==> src/rtl/noc_flit_injector.sv <==
// Clocked source-side bridge: buffers payload words in a FIFO and injects {dest, src, payload}
// flits into an asynchronous NoC router over a 4-phase req/ack handshake. Optional counter: NOC_INJ_PKT_CNT_EN.
module noc_flit_injector #(
  parameter int ADDR_W      = 2,
  parameter int PAYLOAD_W   = 7,
  parameter int SRC_ID      = 0,
  parameter int DEPTH       = 4,
  parameter int SYNC_STAGES = 2
) (
  input  logic                          clk,
  input  logic                          rst_n,
  input  logic                          in_valid,
  output logic                          in_ready,
  input  logic [ADDR_W-1:0]             in_dest,
  input  logic [PAYLOAD_W-1:0]          in_payload,
  output logic                          out_req,
  input  logic                          out_ack,
  output logic [2*ADDR_W+PAYLOAD_W-1:0] out_flit,
  output logic                          drop_pulse,
  output logic [15:0]                   pkt_cnt
);

  localparam int ENTRY_W = ADDR_W + PAYLOAD_W;
  localparam int FLIT_W  = 2*ADDR_W + PAYLOAD_W;
  localparam int PTR_W   = $clog2(DEPTH);
  localparam logic [ADDR_W-1:0] SRC_ADDR = SRC_ID[ADDR_W-1:0];

  typedef enum logic [1:0] {
    IDLE,
    REQ_HI,
    REQ_LO
  } state_t;

  state_t                 r_state;
  logic                   r_req;
  logic [FLIT_W-1:0]      r_flit;
  logic                   r_drop;
  logic [SYNC_STAGES-1:0] r_ack_sync;
  logic [ENTRY_W-1:0]     r_mem [DEPTH];
  logic [PTR_W:0]         r_wr_ptr;
  logic [PTR_W:0]         r_rd_ptr;

  logic               w_full;
  logic               w_empty;
  logic               w_accept;
  logic               w_self;
  logic               w_push;
  logic               w_pop;
  logic               w_ack_s;
  logic               w_done;
  logic [ENTRY_W-1:0] w_head;

  // Full when the pointers match in index but differ in the wrap bit.
  assign w_full   = (r_wr_ptr[PTR_W] != r_rd_ptr[PTR_W]) &&
                    (r_wr_ptr[PTR_W-1:0] == r_rd_ptr[PTR_W-1:0]);
  assign w_empty  = (r_wr_ptr == r_rd_ptr);
  assign in_ready = !w_full;
  assign w_accept = in_valid && !w_full;
  assign w_self   = (in_dest == SRC_ADDR);
  assign w_push   = w_accept && !w_self;
  assign w_pop    = (r_state == IDLE) && !w_empty;
  assign w_head   = r_mem[r_rd_ptr[PTR_W-1:0]];
  assign w_ack_s  = r_ack_sync[SYNC_STAGES-1];
  assign w_done   = (r_state == REQ_LO) && !w_ack_s;

  assign out_req    = r_req;
  assign out_flit   = r_flit;
  assign drop_pulse = r_drop;

  always_ff @(posedge clk) begin
    if (w_push) begin
      r_mem[r_wr_ptr[PTR_W-1:0]] <= {in_dest, in_payload};
    end
  end

  always_ff @(posedge clk or negedge rst_n) begin
    if (!rst_n) begin
      r_wr_ptr   <= '0;
      r_rd_ptr   <= '0;
      r_drop     <= 1'b0;
      r_ack_sync <= '0;
    end else begin
      if (w_push) begin
        r_wr_ptr <= r_wr_ptr + 1'b1;
      end
      if (w_pop) begin
        r_rd_ptr <= r_rd_ptr + 1'b1;
      end
      r_drop     <= w_accept && w_self;
      r_ack_sync <= {r_ack_sync[SYNC_STAGES-2:0], out_ack};
    end
  end

  // The flit register is only reloaded in IDLE, so data stays bundled with req for the whole cycle.
  always_ff @(posedge clk or negedge rst_n) begin
    if (!rst_n) begin
      r_state <= IDLE;
      r_req   <= 1'b0;
      r_flit  <= '0;
    end else begin
      case (r_state)
        IDLE: begin
          if (!w_empty) begin
            r_flit  <= {w_head[ENTRY_W-1 -: ADDR_W], SRC_ADDR, w_head[PAYLOAD_W-1:0]};
            r_req   <= 1'b1;
            r_state <= REQ_HI;
          end
        end
        REQ_HI: begin
          if (w_ack_s) begin
            r_req   <= 1'b0;
            r_state <= REQ_LO;
          end
        end
        REQ_LO: begin
          if (!w_ack_s) begin
            r_state <= IDLE;
          end
        end
        default: begin
          r_req   <= 1'b0;
          r_state <= IDLE;
        end
      endcase
    end
  end

`ifdef NOC_INJ_PKT_CNT_EN
  logic [15:0] r_pkt_cnt;

  always_ff @(posedge clk or negedge rst_n) begin
    if (!rst_n) begin
      r_pkt_cnt <= '0;
    end else if (w_done) begin
      r_pkt_cnt <= r_pkt_cnt + 16'd1;
    end
  end

  assign pkt_cnt = r_pkt_cnt;
`else
  logic w_done_unused;

  assign w_done_unused = w_done;
  assign pkt_cnt       = '0;
`endif

endmodule

==> config.mk <==
export PLATFORM = sky130hd
export DESIGN_NAME = noc_flit_injector
export DESIGN_NICKNAME = d
export VERILOG_FILES = /design/src/rtl/noc_flit_injector.sv
export SDC_FILE = /design/constraint.sdc
export NUM_CORES = 1
export LEC_CHECK = 0
export ABC_CLOCK_PERIOD_IN_PS = 1900
export BUFFER_PORTS_ARGS = -buffer_cell sky130_fd_sc_hd__buf_2
export CORE_MARGIN = 2
export CORE_UTILIZATION = 49
export CTS_BUF_LIST = sky130_fd_sc_hd__clkbuf_16
export DETAILED_ROUTE_END_ITERATION = 7
export PLACE_DENSITY = 0.78
export SETUP_SLACK_MARGIN = 0.02
export SLEW_MARGIN = 15
export SYNTH_ARGS = -nofsm -noshare
export SYNTH_HDL_FRONTEND = slang
export SYNTH_SLANG_ARGS = --single-unit
==> constraint.sdc <==
create_clock -name clk -period 1.9 [get_ports clk]
set_clock_uncertainty 0.15 [all_clocks]
set_input_delay 0.095 -clock clk [delete_from_list [all_inputs] [get_ports clk]]
set_output_delay 0.095 -clock clk [all_outputs]
set_load 0.01 [all_outputs]
==> impl_metrics.py <==
metrics = {
    "status": {
        "status": "finished clean",
    },
    "power_and_ir_drop": {
        "total_power_mw": 5.384,
        "ir_worst_vdd_v": 0.0007945,
        "p_leak_nw": 1.267,
        "cellPowerDensity_nw_per_um2": 1752,
    },
    "die": {
        "ios": 43,
        "die_area_um2": 5500,
        "start_util": 0.5107,
        "die_w_um": 74.17,
        "floorplan.rows": 25,
        "fp.dieH_um": 74.17,
        "core_um2": 4723,
    },
    "sta": {
        "min_period_ns": 1.787,
        "maxSlewViolCount": 0,
        "period_share": 0.9405,
        "hold_violations": 0,
        "rsz0062_at_grt": "no",
        "max_freq_mhz": 559.6,
        "finalSetupTns_ns": 0,
        "setup_violations": 0,
        "hold_ws_ns": 0.1380,
    },
    "setup_path": {
        "critPathMaxFanout": 9,
        "crit_chain": "xnor2_1 -> a31oi_1 -> and2_1 -> buf_4",
        "start_kind": "register",
        "crit_required_ns": 1.76,
        "crit_slowest_cell": "dfrtp_1",
        "crit_type": "register to register",
        "crit_family": "flip-flops",
        "cp-end-kind": "register",
        "path_buf_inv": 1,
        "cp.arrival_ns": 1.65,
        "cpPeakStageDelay_ns": 0.45,
    },
    "detailed_routing": {
        "routedWlPerCell_um": 15.57,
        "viasPerCell": 4.872,
        "vias": 1291,
        "drt_iter0_markers": 78,
        "drt_pass1_iterations": 4,
        "drc": 0,
        "wirelength_um": 4126,
        "final_antenna_net_count": 0,
    },
    "final_layout": {
        "n_antenna_cell": 0,
        "drive_gt1_frac": 0.3586,
        "area.growth.synth_to_final_pct": 27.39,
        "utilization": 0.6506,
        "final_cells": 265,
        "nets": 211,
        "fillers": 316,
    },
    "synth": {
        "ys_warn_count": 0,
        "synth.yosys.seq_area_share": 0.6660,
        "synth-simple-area-share": 0.02490,
        "synthAdderAreaFrac": 0.02593,
        "synthMuxAreaShare": 0.1478,
        "synth_top_family_by_area": "multiplexers",
        "synth-compound-area-share": 0.02541,
        "synth_xor_area_frac": 0.03942,
        "ys_seq_elements": 57,
        "syn_avg_cell_area_um2": 17.48,
        "yosys.cell_types.count": 27,
        "synth.cell_area_um2": 2412,
        "synthCells": 138,
    },
    "placed_design": {
        "hpwlAfterDp_um": 2801,
        "port_buffers": 24,
        "dpl.cell_count": 237,
        "gp_congestion": 0.8337,
    },
    "global_route": {
        "grt_pass1_vias": 1336,
        "grt_pass1_wl_um": 6672,
        "grt_max_degree": 22,
        "track_usage": 0.1747,
        "grt_remaining_overflow": 0,
        "antenna_found_initial": 0,
    },
    "clocking": {
        "clk_latency_ns": 0.32,
        "cts.sinks": 57,
        "cts.htree.levels": 3,
        "path_clk_slew_ns": 0.05,
        "clockBufferDepth": 2,
        "cts_tree": "done",
        "cts-root-buf": "clkbuf_16",
        "cts_buffers": 9,
    },
    "flow_run": {
        "cap_violations": 0,
    },
    "worst_hold_path": {
        "hold_path.class": "input port to asynchronous set/reset pin",
    },
}
-- where the power goes --
group	internal, mW	total [mW]	switching [mW]
combinational	0.986	1.81	0.819
sequential	1.69	1.93	0.235
clock	1.13	1.65	0.520
-- final timing paths --
path | start | endpoint | slack, ns | depth (start not counted)
setup / recovery | r_rd_ptr[1] | r_mem[0][0] | 0.11 | 4
hold / removal | rst_n | r_rd_ptr[0] | 0.14 | 2
setup reg to reg | r_rd_ptr[1] | r_mem[0][0] | 0.11 | 4
hold reg to reg | r_ack_sync[0] | r_ack_sync[1] | 0.20 | 0
max in group asynchronous | rst_n | out_req | 1.13 | 2
min in group clk | r_ack_sync[0] | r_ack_sync[1] | 0.20 | 0
-- cell usage after synthesis (all sizes together) --
cell     n  area, um^2
xnor2    3       26.28
o311a    1       10.01
nand2    2       7.510
and2     4       25.02
ha       5       62.56
nor2     4       15.01
clkbuf   1       3.750
buf     20       151.4
nand2b   1       6.260
o211ai   1       7.510
mux4     9       202.7
a21oi    1       5.000
mux2    11       153.9
a31oi    2       12.51
edfxtp  36        1081
dfrtp   21       525.5
conb     1       3.750
nor4     1       6.260
inv      3       11.26
xor2     7       68.82
a211oi   1       7.510
o21ai    2       10.01
o31a     1       8.760
-- layout make-up --
type | instances | area, um^2 | share of cell area
clock buffer | 9 | 225.2 | 0.07329
sequential | 57 | 1607 | 0.5228
multi-input combinational | 74 | 703.2 | 0.2288
inverter | 3 | 11.26 | 0.003664
clock inverter | 7 | 87.58 | 0.02850
tap | 67 | 83.83 | 0.02728
timing repair buffer | 48 | 355.3 | 0.1156
-- kinds of logic (layout without fill, tap and decap cells) --
group / after synthesis / count (layout)
simple gates: 12 / 12
other cells: 1 / 18
buf+inv: 24 / 67
fa+ha+maj: 5 / 5
xor+xnor: 10 / 10
compound gates: 9 / 9
flops: 57 / 57
mux: 20 / 20
-- placed cells by master, fill, tap and decap left out, types with 3 or more instances in the layout --
cell type	Yosys	final
xor2_1	6	6
xnor2_1	3	3
buf_2	1	24
conb_1	1	18
inv_1	3	5
clkbuf_16	0	9
mux2_2	3	3
edfxtp_1	36	36
ha_1	5	5
dfrtp_1	21	21
nor2_1	4	4
mux2_4	8	8
dlygate4sd3_1	0	12
mux4_2	9	9
and2_1	4	4
buf_4	18	10
-- state kept, by name, indices dropped and copies added, names as in the netlist --
register	cells
drop_pulse	1
out_flit	9
out_req	1
r_ack_sync	2
r_mem	36
r_rd_ptr	3
r_state	2
r_wr_ptr	3
-- what timing repair did --
item,CTS,global route
resized for setup,0,0
buffers inserted,0,0
setup endpoints to repair,0,0
hold buffers,12,0
hold endpoints to repair,59,0
-- through the flow --
step,cell area (um^2),setup slack [ns]
floorplan,2476,0.1048
CTS,3073,0.1101
global placement,2640,0.2016
finish,3073,0.1131
global route,3073,0.02647
detailed placement,2640,0.1270
-- routing by layer --
layer  GRT usage  vias to the layer above  wire (um)
li1            -                      589          -
met1      0.1971                      655       1612
met2      0.2917                       39       2288
met4      0.1010                        0         80
met3     0.05691                        8        144
met5           0                        -          0
Note: power is estimated with default switching activity, not from simulation.
